--- src/rtl/digit_serial_adder_if.sv ---
// digit_serial_adder_if: start/done operand and result bus for digit_serial_adder.
// DIGIT_SERIAL_ADDER_SUB_EN adds the Sub request bit and the V overflow flag.
interface digit_serial_adder_if #(parameter int WIDTH = 16);
    logic             start, Cin, busy, done, Cout;
    logic [WIDTH-1:0] A, B, Sum;
`ifdef DIGIT_SERIAL_ADDER_SUB_EN
    logic             Sub, V;
    modport master(output start, A, B, Cin, Sub, input busy, done, Sum, Cout, V);
    modport slave(input start, A, B, Cin, Sub, output busy, done, Sum, Cout, V);
`else
    modport master(output start, A, B, Cin, input busy, done, Sum, Cout);
    modport slave(input start, A, B, Cin, output busy, done, Sum, Cout);
`endif
endinterface

--- src/rtl/digit_serial_adder.sv ---
// digit_serial_adder: WIDTH-bit adder processing DIGIT bits per clock with a start/done handshake.
// Optional subtract mode with overflow flag under DIGIT_SERIAL_ADDER_SUB_EN.
module digit_serial_adder #(
    parameter int WIDTH = 16,
    parameter int DIGIT = 4
) (
    input logic                 clk,
    input logic                 rst_n,
    digit_serial_adder_if.slave bus
);
    localparam int N  = WIDTH / DIGIT;
    localparam int CW = N > 1 ? $clog2(N) : 1;

    typedef enum logic [1:0] {IDLE, RUN, DONE} state_t;
    state_t state, state_nxt;

    logic [WIDTH-1:0] a_sh, b_sh, psum_nxt, sum_q;
    logic [CW-1:0]    cnt;
    logic [DIGIT-1:0] a_d, b_d, s;
    logic             carry, c, accept, last, cout_q, sub_in;

`ifdef DIGIT_SERIAL_ADDER_SUB_EN
    logic v_q, v_nxt;
    assign sub_in = bus.Sub;
    // carry into the MSB is recovered from the top sum bit of the final digit
    assign v_nxt  = c ^ a_d[DIGIT-1] ^ b_d[DIGIT-1] ^ s[DIGIT-1];
    assign bus.V  = v_q;
    always_ff @(posedge clk or negedge rst_n)
        if (!rst_n) v_q <= 1'b0;
        else if (state == RUN && last) v_q <= v_nxt;
`else
    assign sub_in = 1'b0;
`endif

    assign accept   = bus.start && (state == IDLE || state == DONE);
    assign last     = cnt == CW'(N - 1);
    assign a_d      = a_sh[DIGIT-1:0];
    assign b_d      = b_sh[DIGIT-1:0];
    assign {c, s}   = {1'b0, a_d} + {1'b0, b_d} + {{DIGIT{1'b0}}, carry};
    assign bus.Sum  = sum_q;
    assign bus.Cout = cout_q;

    // partial sum fills from the top so the last digit lands the result in place
    generate
        if (DIGIT == WIDTH) begin : g_single
            assign psum_nxt = s;
        end else begin : g_multi
            logic [WIDTH-DIGIT-1:0] psum;
            assign psum_nxt = {s, psum};
            always_ff @(posedge clk or negedge rst_n)
                if (!rst_n) psum <= '0;
                else if (state == RUN) psum <= psum_nxt[WIDTH-1:DIGIT];
        end
    endgenerate

    always_ff @(posedge clk or negedge rst_n)
        if (!rst_n) state <= IDLE;
        else state <= state_nxt;

    always_comb begin
        state_nxt = accept ? RUN :
                    (state == RUN && last) ? DONE :
                    (state == DONE) ? IDLE : state;
    end

    always_comb begin
        bus.busy = state == RUN;
        bus.done = state == DONE;
    end

    // subtraction stores ~B and seeds the carry with 1
    always_ff @(posedge clk or negedge rst_n) begin
        if (!rst_n) begin
            a_sh   <= '0;
            b_sh   <= '0;
            carry  <= 1'b0;
            cnt    <= '0;
            sum_q  <= '0;
            cout_q <= 1'b0;
        end else if (accept) begin
            a_sh  <= bus.A;
            b_sh  <= sub_in ? ~bus.B : bus.B;
            carry <= sub_in ? 1'b1 : bus.Cin;
            cnt   <= '0;
        end else if (state == RUN) begin
            a_sh  <= a_sh >> DIGIT;
            b_sh  <= b_sh >> DIGIT;
            carry <= c;
            cnt   <= cnt + CW'(1);
            if (last) begin
                sum_q  <= psum_nxt;
                cout_q <= c;
            end
        end
    end
endmodule

--- src/flat_wrapper.sv ---
// flat-port wrapper written by rule: the top's interface ports become plain ports
module digit_serial_adder_flat 
#(
    parameter int WIDTH = 16,
    parameter int DIGIT = 4
)
  (clk, rst_n, bus_start, bus_A, bus_B, bus_Cin, bus_busy, bus_done, bus_Sum, bus_Cout);
  digit_serial_adder_if #(.WIDTH(WIDTH)) bus_i ();
  input logic clk;
  input logic rst_n;
  input wire logic [$bits(bus_i.start)-1:0] bus_start;
  input wire logic [$bits(bus_i.A)-1:0] bus_A;
  input wire logic [$bits(bus_i.B)-1:0] bus_B;
  input wire logic [$bits(bus_i.Cin)-1:0] bus_Cin;
  output wire logic [$bits(bus_i.busy)-1:0] bus_busy;
  output wire logic [$bits(bus_i.done)-1:0] bus_done;
  output wire logic [$bits(bus_i.Sum)-1:0] bus_Sum;
  output wire logic [$bits(bus_i.Cout)-1:0] bus_Cout;
  assign bus_i.start = bus_start;
  assign bus_i.A = bus_A;
  assign bus_i.B = bus_B;
  assign bus_i.Cin = bus_Cin;
  assign bus_busy = bus_i.busy;
  assign bus_done = bus_i.done;
  assign bus_Sum = bus_i.Sum;
  assign bus_Cout = bus_i.Cout;
  digit_serial_adder #(.WIDTH(WIDTH), .DIGIT(DIGIT)) u_core (.clk(clk), .rst_n(rst_n), .bus(bus_i));
endmodule
--- config.mk ---
export PLATFORM = sky130hd
export DESIGN_NAME = digit_serial_adder_flat
export DESIGN_NICKNAME = d
export VERILOG_FILES = /design/src/rtl/digit_serial_adder_if.sv /design/src/rtl/digit_serial_adder.sv /design/src/flat_wrapper.sv
export SDC_FILE = /design/constraint.sdc
export NUM_CORES = 1
export LEC_CHECK = 0
export ABC_CLOCK_PERIOD_IN_PS = 5500
export BUFFER_PORTS_ARGS = -buffer_cell sky130_fd_sc_hd__buf_4
export CORE_UTILIZATION = 30
export CTS_BUF_LIST = sky130_fd_sc_hd__clkbuf_8
export CTS_CLUSTER_DIAMETER = 200
export DETAILED_ROUTE_END_ITERATION = 6
export MAX_ROUTING_LAYER = met4
export RECOVER_POWER = 25
export SLEW_MARGIN = 20
export SYNTH_ARGS = -nofsm -noshare
export SYNTH_HDL_FRONTEND = slang
export SYNTH_SLANG_ARGS = --single-unit
--- constraint.sdc ---
create_clock -name clk -period 5.5 [get_ports clk]
set_input_delay 0.55 -clock clk [delete_from_list [all_inputs] [get_ports clk]]
set_output_delay 0.55 -clock clk [all_outputs]
set_load 0.02 [all_outputs]
==> PnR_summary.wiki <==
{| class="wikitable"
! Metric !! Value
|-
| Vias in the first global route || 1801
|-
| Wire length of the first global-routing pass || 8.82 mm
|-
| Worst reg2reg path endpoint || u_core.cnt[0]
|-
| Setup_tns || 0 ns
|-
| Status || complete, but fails checks
|-
| Area of the die || 9590 um2
|-
| Design Area, Final || 3400 um2
|-
| Origin of the critical flop-to-flop path || u_core.state[0]
|-
| Largest delay share family, worst path || buffers and inverters
|-
| Ratio of total power to cell area || 579 nW/um2
|-
| Synth unique cells || 27
|-
| # H-tree levels || 3
|-
| Antenna-violating nets left || 0
|-
| Antenna diode instance count || 0
|-
| Cells along the critical path || clkbuf_1
|-
| Core Area || 8810 um2
|-
| Routed wire length per instance || 13.7 um
|-
| Overflow left after global routing || 0
|-
| Normalized max-slew margin || -130%
|-
| Most frequently used flop master after synthesis || dfrtp_1
|-
| CTS tree || done
|-
| Setup repair after global routing missed its margin || no
|-
| Post-DP Area || 3210 um2
|-
| Number of CTS-inserted buffers || 9
|-
| Kind of end point of the critical path || async pin
|-
| Highest cell delay on the worst timing path || 2.40 ns
|-
| Post-Route WL || 5.19 mm
|-
| Gate count after technology mapping || 217
|-
| Critical Setup Path Class || in -> async
|-
| Violations in the final reports || DRC, capacitance limit, slew limit
|-
| Number of buffers inserted by post-CTS setup repair || 0
|-
| Fin nets || 310
|-
| Critical path's slowest cell || clkbuf_1
|-
| Maximum number of pins on one net before global-route repair || 67
|-
| Seq cells post-synth || 66
|-
| Final-layout fill cell count || 852
|-
| Minimum period implied by the final worst setup slack || 3.32 ns
|-
| Worst-case reg-to-reg path depth || 4
|-
| Count of clock tree sinks || 66
|-
| Drt drc || 4
|-
| Layout overhead on the synthesized area || 23.0%
|-
| Slew Limit Fails || 67
|-
| Number of antenna violations at the first check in global routing || 0
|-
| Half-perimeter wire length after placement || 3.37 mm
|-
| Crit path capture || u_core.a_sh[4]
|-
| Max Fanout on Critical Path || 66
|-
| Share of final-layout standard cells stronger than drive strength 1 || 26.5%
|-
| Clock Root Buffer || clkbuf_8
|-
| Worst supply voltage drop on vdd || 221 uV
|-
| Effective utilization at floorplan || 31.4%
|-
| EDFF count, synth || 0
|-
| Buffers on Ports || 54
|-
| Sort of element at the start of the critical path || input pin
|-
| Total buffers and inverters traversed by the critical path || 1
|-
| Sequential element share of the synthesized area || 59.8%
|-
| Clock latency at the later pin of the worst-skew pair || 0.34 ns
|-
| Data required time at the worst endpoint || 5.15 ns
|-
| Vertical die dimension || 97.9 um
|-
| Reg2reg setup slack || 3.06 ns
|-
| Via count || 1803
|-
| Clock slew at reported path FFs || 0.06 ns
|-
| Syn. warnings || 0
|-
| Synth Net Count || 259
|-
| Final setup violation count || 0
|-
| Cell Area, Synth || 2760 um2
|-
| Starting DRC count in detailed routing || 55
|-
| Die span in x || 97.9 um
|-
| Routability congestion estimate from global placement || 0.765
|-
| Critical path depth || 1
|-
| Arrival time at the worst endpoint || 2.98 ns
|-
| Detailed-route vias per instance || 4.74
|-
| Number of max-capacitance violations reported || 1
|-
| Share of the clock period used by the worst path after layout || 60.4%
|-
| Post-cts gate resize count || 0
|-
| Mean instance size in the synthesized netlist || 12.7 um2
|-
| Maximum clock skew at final layout || 0.0107 ns
|-
| Hold Crit Class || in -> reg
|-
| Hold Buf Count CTS || 0
|-
| Share of synthesized registers carrying an async set or reset || 100%
|-
| Row count || 34
|-
| Count of boundary I/O pins || 55
|-
| Number of hold violations in the final report || 0
|-
| Initial DRT Pass Iterations || 7
|-
| FMAX || 301 MHz
|-
| Transition at the pin with the smallest max-transition slack || 3.46 ns
|-
| Leakage Power || 1.86 nW
|-
| Maximum number of buffers from clock root to sink || 2
|-
| Crit path from || rst_n
|-
| Global router's overall resource usage || 12.0%
|}
==> worst min path at each step <==
| stage | end | slack [ns] | from | cells after the start |
|---|---|---|---|---|
| after global routing | u_core.b_sh[13] | 0.42 | bus_B[13] | 2 |
| after floorplan | u_core.a_sh[0] | 0.25 | rst_n | 0 |
| after global placement | u_core.a_sh[6] | 0.46 | u_core.a_sh[6] | 1 |
| final | u_core.state[0] | 0.43 | bus_start | 2 |
| after CTS | u_core.bus.Sum[0] | 0.34 | rst_n | 1 |
| after detailed placement | u_core.a_sh[11] | 0.47 | u_core.a_sh[11] | 1 |
==> per-layer routing <==
layer,vias to the layer above,track usage [%],share of wire (%)
met2,58,16.4,41
met1,856,16.8,52
met3,10,3.79,5.9
li1,879,-,-
met5,-,-,0
met4,0,4.20,1.2
==> cell usage after synthesis (3+ instances only) <==
master	n	share of area, %
a21o_1	25	6.8
a22o_1	33	10
buf_2	6	1.1
buf_4	3	0.82
buf_6	3	1.2
clkbuf_1	3	0.41
dfrtp_1	66	60
ha_1	4	1.8
mux2_1	13	5.3
nand2_1	36	4.9
==> placed cells by master, fill, tap and decap left out, drive strengths merged <==
master and instances:
a21boi 1, a21o 25, a21oi 2, a22o 33
and3b 1, buf 54, bufinv 1, clkbuf 11
clkinv 2, dfrtp 66, fa 2, ha 4
inv 3, mux2 15, nand2 36, nand2b 1
nand3 1, nand3b 2, nor2 1, nor2b 2
o211ai 1, o21a 2, o21ai 3, o31ai 2
xnor2 1
==> logic make-up after synthesis <==
family	Yosys count	share of synthesized area, %
adder cells (fa/ha/maj)	6	3.26
flip-flops	66	59.8
multiplexers	15	6.12
AND/OR/NAND/NOR	44	7.02
buffers and inverters	16	3.67
XOR/XNOR	1	0.317
AO/OA/AOI/OAI	69	19.8
==> area by class of cell <==
cell class	instances	area [um2]	share of cell area, %
clock inverter	5	47.5	1.40
clock buffer	10	138	4.05
multi-input combinational	135	1010	29.8
inverter	1	3.75	0.111
tap	108	135	3.98
sequential	66	1650	48.6
timing repair buffer	55	409	12.0
==> through the flow <==
step                      utilization [%]  hold slack (ns)  cells  total power [mW]  setup WS [ns]
final                                38.6            0.429    380              1.97           2.18
after global routing                 38.6            0.419    380              2.12           1.37
after CTS                            38.6            0.337    380              2.00           2.80
after detailed placement             36.5            0.466    365              1.61           3.01
after global placement               36.5            0.459    365              1.58           3.12
after floorplan                         -            0.254    217              1.40           3.73
==> power by group <==
group / switching (mW) / total, mW / internal, mW
Sequential: 0.119 / 0.805 / 0.686
Combinational: 0.423 / 0.775 / 0.352
Clock: 0.170 / 0.385 / 0.214
==> sequential cells by signal, summed over array words and instances, names as in the netlist <==
name                 cells
u_core.a_sh             16
u_core.b_sh             16
u_core.bus.Cout          1
u_core.bus.Sum          16
u_core.carry             1
u_core.cnt               2
u_core.g_multi.psum     12
u_core.state             2
No activity file was read; power rests on OpenSTA's default activity.
